--- config.mk ---
export PLATFORM = sky130hd
export DESIGN_NAME = id_ex_pipe_ctrl
export DESIGN_NICKNAME = d
export VERILOG_FILES = /design/src/rtl/id_ex_pipe_ctrl.sv
export SDC_FILE = /design/constraint.sdc
export NUM_CORES = 1
export LEC_CHECK = 0
export BUFFER_PORTS_ARGS = -buffer_cell sky130_fd_sc_hd__buf_2
export CAP_MARGIN = 20
export CORE_ASPECT_RATIO = 0.7
export CORE_MARGIN = 2
export CORE_UTILIZATION = 55
export CTS_CLUSTER_SIZE = 12
export DETAILED_ROUTE_END_ITERATION = 12
export MAX_ROUTING_LAYER = met4
export PLACE_DENSITY = 0.85
export SLEW_MARGIN = 10
export SYNTH_ARGS = -nofsm -noshare
export SYNTH_HDL_FRONTEND = slang
export SYNTH_SLANG_ARGS = --single-unit
--- constraint.sdc ---
create_clock -name clk -period 5.5 [get_ports clk]
set_input_delay 0.825 -clock clk [delete_from_list [all_inputs] [get_ports clk]]
set_output_delay 0.825 -clock clk [all_outputs]
set_load 0.005 [all_outputs]
--- src/rtl/id_ex_pipe_ctrl.sv ---
// id_ex_pipe_ctrl: ID/EX pipeline register with valid bit, stall, flush, load-use bubble insertion and halt latch
// Ports:
//   clk, rst (async, active-high)
//   *_id           decoded instruction fields and controls from the decode stage
//   *_ex           registered fields and controls presented to the execute stage
//   stall_in       execute side cannot accept; flush_in squashes the instruction entering EX
//   valid_ex       EX holds a real instruction; stall_up tells IF/ID to hold (combinational)
//   halted         a HALT has reached EX; issue is frozen until reset
// Optional: define ID_EX_FWD_EN to add wb_regWrite/wb_op0/wb_data write-back bypass onto S1/S2.
module id_ex_pipe_ctrl #(
    parameter int pc_width    = 10,
    parameter int func_width  = 6,
    parameter int const_width = 8,
    parameter int index_width = 3,
    parameter int reg_width   = 32,
    parameter int load_lat    = 1
) (
    input  logic                   clk,
    input  logic                   rst,
    input  logic                   valid_id,
    input  logic [pc_width-1:0]    pc_curr_id,
    input  logic [func_width-1:0]  func_id,
    input  logic [const_width-1:0] const_id,
    input  logic                   memRead_id,
    input  logic                   memWrite_id,
    input  logic                   aluToReg_id,
    input  logic                   constToReg_id,
    input  logic                   aluEn_id,
    input  logic                   halt_id,
    input  logic                   regWrite_id,
    input  logic [index_width-1:0] op0_id,
    input  logic [index_width-1:0] op1_id,
    input  logic [index_width-1:0] op2_id,
    input  logic                   use_s1_id,
    input  logic                   use_s2_id,
    input  logic [reg_width-1:0]   S1_id,
    input  logic [reg_width-1:0]   S2_id,
    input  logic                   stall_in,
    input  logic                   flush_in,
`ifdef ID_EX_FWD_EN
    input  logic                   wb_regWrite,
    input  logic [index_width-1:0] wb_op0,
    input  logic [reg_width-1:0]   wb_data,
`endif
    output logic [pc_width-1:0]    pc_curr_ex,
    output logic [func_width-1:0]  func_ex,
    output logic [const_width-1:0] const_ex,
    output logic                   memRead_ex,
    output logic                   memWrite_ex,
    output logic                   aluToReg_ex,
    output logic                   constToReg_ex,
    output logic                   aluEn_ex,
    output logic                   halt_ex,
    output logic                   regWrite_ex,
    output logic [index_width-1:0] op0_ex,
    output logic [reg_width-1:0]   S1_ex,
    output logic [reg_width-1:0]   S2_ex,
    output logic                   valid_ex,
    output logic                   stall_up,
    output logic                   halted
);
    typedef enum logic [1:0] {RUN, BUBBLE, HALTED} state_t;
    state_t                 r_state;
    logic [2:0]             r_cnt;
    logic                   r_valid;
    // control bits: {memRead, memWrite, aluToReg, constToReg, aluEn, halt, regWrite}
    logic [6:0]             r_ctrl;
    logic [pc_width-1:0]    r_pc;
    logic [func_width-1:0]  r_func;
    logic [const_width-1:0] r_const;
    logic [index_width-1:0] r_op0;
    logic [reg_width-1:0]   r_s1;
    logic [reg_width-1:0]   r_s2;
    logic [6:0]             w_ctrl_id;
    logic [reg_width-1:0]   w_s1;
    logic [reg_width-1:0]   w_s2;
    logic                   w_hazard;
    logic                   w_halt_go;

    assign w_ctrl_id = {memRead_id, memWrite_id, aluToReg_id, constToReg_id, aluEn_id, halt_id, regWrite_id};
`ifdef ID_EX_FWD_EN
    assign w_s1 = (wb_regWrite && wb_op0 == op1_id) ? wb_data : S1_id;
    assign w_s2 = (wb_regWrite && wb_op0 == op2_id) ? wb_data : S2_id;
`else
    assign w_s1 = S1_id;
    assign w_s2 = S2_id;
`endif
    assign w_hazard = (r_state == RUN) && r_valid && r_ctrl[6] && r_ctrl[0] && valid_id &&
                      ((use_s1_id && op1_id == r_op0) || (use_s2_id && op2_id == r_op0));
    // a valid HALT sitting in EX moves the block into the halt latch on the following edge
    assign w_halt_go = (r_state == RUN) && r_valid && r_ctrl[1];
    assign stall_up  = stall_in || w_hazard || (r_state == BUBBLE) || (r_state == HALTED);
    assign halted    = (r_state == HALTED);

    always_ff @(posedge clk or posedge rst) begin
        if (rst) begin
            r_state <= RUN;
            r_cnt   <= '0;
            r_valid <= 1'b0;
            r_ctrl  <= '0;
            r_pc    <= '0;
            r_func  <= '0;
            r_const <= '0;
            r_op0   <= '0;
            r_s1    <= '0;
            r_s2    <= '0;
        end else if (flush_in) begin
            r_valid <= 1'b0;
            r_ctrl  <= '0;
            r_cnt   <= '0;
            if (r_state == BUBBLE) r_state <= RUN;
        end else if (!stall_in) begin
            if (r_state == HALTED) begin
                r_valid <= 1'b0;
                r_ctrl  <= '0;
            end else if (w_halt_go) begin
                r_valid <= 1'b0;
                r_ctrl  <= '0;
                r_state <= HALTED;
            end else if (w_hazard) begin
                r_valid <= 1'b0;
                r_ctrl  <= '0;
                if (load_lat > 1) begin
                    r_cnt   <= 3'(load_lat - 1);
                    r_state <= BUBBLE;
                end
            end else if (r_state == BUBBLE) begin
                r_valid <= 1'b0;
                r_ctrl  <= '0;
                r_cnt   <= r_cnt - 3'd1;
                if (r_cnt == 3'd1) r_state <= RUN;
            end else begin
                r_valid <= valid_id;
                r_ctrl  <= valid_id ? w_ctrl_id : '0;
                r_pc    <= pc_curr_id;
                r_func  <= func_id;
                r_const <= const_id;
                r_op0   <= op0_id;
                r_s1    <= w_s1;
                r_s2    <= w_s2;
            end
        end
    end

    assign valid_ex      = r_valid;
    assign memRead_ex    = r_ctrl[6];
    assign memWrite_ex   = r_ctrl[5];
    assign aluToReg_ex   = r_ctrl[4];
    assign constToReg_ex = r_ctrl[3];
    assign aluEn_ex      = r_ctrl[2];
    assign halt_ex       = r_ctrl[1];
    assign regWrite_ex   = r_ctrl[0];
    assign pc_curr_ex    = r_pc;
    assign func_ex       = r_func;
    assign const_ex      = r_const;
    assign op0_ex        = r_op0;
    assign S1_ex         = r_s1;
    assign S2_ex         = r_s2;
endmodule

==> impl_metrics.csv <==
group,metric,value,unit
routing,routedWlPerCell,19.1,um
pwr,p_sw_share,33.2,%
synth,netlist_area,6820,um2
sta,fin_crit_sh,61.6,%
cells_and_area,final_common_cell,"buf_2",
sta,slew_violations,0,
pwr,pwr-share-comb,30.6,%
critical_path,cp-end-kind,"primary output",
worst_hold_path,hold_start,"r_ctrl[4]$_DFFE_PP0N_",
flow_run,cap_violations,0,
synth,ys_seq_area_share,36.7,%
routing,totalWireLength,20.8,mm
routing,top_layer_used,"met4",
pwr,power_switching,0.787,mW
sta,tns,0,ps
synth,synth_compound_area_share,31.0,%
clock_tree,htree_levels,3,
critical_path,setup.worst_path.start,"op1_id[0]",
sta,setup_viol,0,
grt,antenna_found_initial,4,
sta,timing.slew.headroom,24.5,%
synth,synthAdderAreaFrac,0,%
synth,synthDistinctLibCells,28,
sta,skew,8.60,ps
sta,period_needed,3390,ps
synth,synth_nets,927,
pwr,intPower,1.58,mW
clock_tree,clockRootBuffer,"clkbuf_16",
routing,drc,0,
critical_path,cp.arrival,2560,ps
routing,drt_iter0_drc,833,
critical_path,start_kind,"input pin",
sta,hold_viol,0,
cells_and_area,synthToLayoutAreaGrowth,17.8,%
die,pin_count,212,
critical_path,r2r_start,"op0_ex[0]$_DFFE_PP0P_",
pwr,sequentialPowerShare,41.3,%
synth,muxShareOfSynthArea,0,%
clock_tree,cts_setup_buffers,0,
synth,synth_xor_area_share,0.770,%
clock_tree,ctsHoldBuffers,0,
synth,synth_seq_cells,100,
die,die_x,137,um
die,start_util,57.4,%
cells_and_area,fin_util,67.6,%
cells_and_area,mostFrequentLayoutCells,"buf_2, dfrtp_1, nand2_1",
grt,grt_pass1_wl,33.4,mm
routing,wl_met3,2.26,mm
cells_and_area,drive_above_1_share,26.7,%
placed_design,port_buffers,211,
routing,vias,7212,
cells_and_area,final_cells,1092,
clock_tree,clk_pin_slew,60,ps
sta,fmax,295,MHz
die,coreArea,11900,um2
critical_path,crit_fanout,94,
pwr,power,2.37,mW
clock_tree,tritoncts,"built",
pwr,pwr-share-clk,28.1,%
sta,rsz0062_at_grt,"no",
routing,met2WireLength,9.20,mm
die,row_count,33,
die,die_h,97.2,um
critical_path,path_class,"input pin to primary output",
sta,fin_ws,2110,ps
grt,grt_pass1_vias,6205,
routing,ant_nets,0,
placed_design,post-place-ws,2120,ps
synth,syn-mean-instance-area,8.36,um2
worst_hold_path,hold_class,"register to register",
pwr,p_per_area,295,nW/um2
sta,tightest_slew,1130,ps
cells_and_area,layout.nets,1037,
synth,synth_warnings,0,
grt,grt_use_total,31.6,%
synth,netlist_instances,816,
routing,wl_met1,9.00,mm
routing,firstDrtPassIters,5,
critical_path,required,4680,ps
clock_tree,cts_buffers,9,
clock_tree,clockBufferDepth,2,
pwr,power_leakage,3.25,nW
routing,via_per_inst,6.60,
grt,grt-ovfl-total,0,
grt,grt_max_degree,117,
pwr,ir_worst_vdd,0.165,mV
placed_design,dpl.hpwl,12.0,mm
synth,synth_simple_gate_area_share,24.1,%
clock_tree,clkSinkCount,100,
die,die-area,13300,um2
placed_design,placed_cells,1071,
clock_tree,postCtsResizedCells,0,
status,outcome,"finished, final reports clean",
placed_design,gp_congestion,0.773,
synth,synth_top_family_by_area,"compound AO/OA/AOI/OAI gates",
clock_tree,clock_latency,350,ps
[worst max-delay path, cell delays in order]
cell      delay (ps)
buf_2            100
xnor2_1          150
and4_4           790
o21a_1           380
nand2b_1         160
buf_2            120
[path summary, 6_finish.rpt]
| path | endpoint | slack [ps] | cells after the start |
|---|---|---|---|
| setup / recovery | stall_up | 2110 | 6 |
| setup reg to reg | S2_ex[28]$_DFFE_PP0P_ | 2650 | 5 |
| hold reg to reg | r_ctrl[4]$_DFFE_PP0N_ | 480 | 2 |
| max in group asynchronous | S2_ex[15]$_DFFE_PP0P_ | 3860 | 3 |
| hold / removal | r_ctrl[4]$_DFFE_PP0N_ | 480 | 2 |
| min in group asynchronous | S1_ex[27]$_DFFE_PP0P_ | 620 | 2 |
[cell type report]
type | instances | area [um2]
antenna | 5 | 12.5
multi-input combinational | 591 | 3840
clock buffer | 12 | 267
sequential | 100 | 2500
timing repair buffer | 223 | 1170
tap | 157 | 196
inverter | 1 | 6.26
clock inverter | 3 | 45.0
fill | 1008 | 3850
[metrics by stage]
stage / hold slack, ps / cell area (um2)
after floorplan: 473 / 6820
after global placement: 469 / 7700
after detailed placement: 472 / 7700
after CTS: 487 / 8010
after global routing: 553 / 8040
final: 485 / 8040
[power by group through the flow]
stage               registers (mW)  clock network, mW  logic [mW]
floorplan                    0.979                  0       0.452
global placement             0.984                  0       0.709
detailed placement           0.988                  0       0.721
global route                 0.996              0.710       0.804
CTS                          0.977              0.675       0.720
finish                       0.978              0.667       0.725
[state kept, by name (all words and copies together), names as in the netlist]
name / flops
S1_ex: 32
valid_ex: 1
pc_curr_ex: 10
r_state: 1
func_ex: 6
const_ex: 8
op0_ex: 3
S2_ex: 32
r_ctrl: 7
[synthesized netlist by cell type]
cell	n	area, um2
a211oi_1	1	7.51
a31o_2	1	8.76
a31oi_1	91	569
and2_1	1	6.26
and3b_1	1	8.76
and4_4	2	22.5
and4b_1	1	10.0
buf_1	5	18.8
buf_2	19	95.1
buf_6	2	22.5
clkbuf_1	94	353
clkbuf_2	4	20.0
dfrtp_1	100	2500
inv_1	1	3.75
nand2_1	99	372
nand2b_1	1	6.26
nand3_1	92	460
nand4_1	7	43.8
nor2_1	3	11.3
nor2b_1	1	6.26
o211ai_1	91	683
o21a_1	1	7.51
o21ai_0	8	40.0
o31a_1	91	797
or2_1	1	6.26
or2_2	1	6.26
or4_1	91	683
xnor2_1	6	52.6
[cells by family (layout without fill, tap and decap cells)]
group / after synthesis / after routing
compound gates: 284 / 284
xor+xnor: 6 / 6
buf+inv: 125 / 239
flops: 100 / 100
other cells: 0 / 5
simple gates: 301 / 301
[layer usage]
layer / vias up / track usage, %
met1: 3356 / 46.3
met3: 32 / 7.56
met2: 378 / 43.6
met5: - / -
met4: 0 / 7.85
li1: 3446 / -
(Power assumes the default switching activity.)
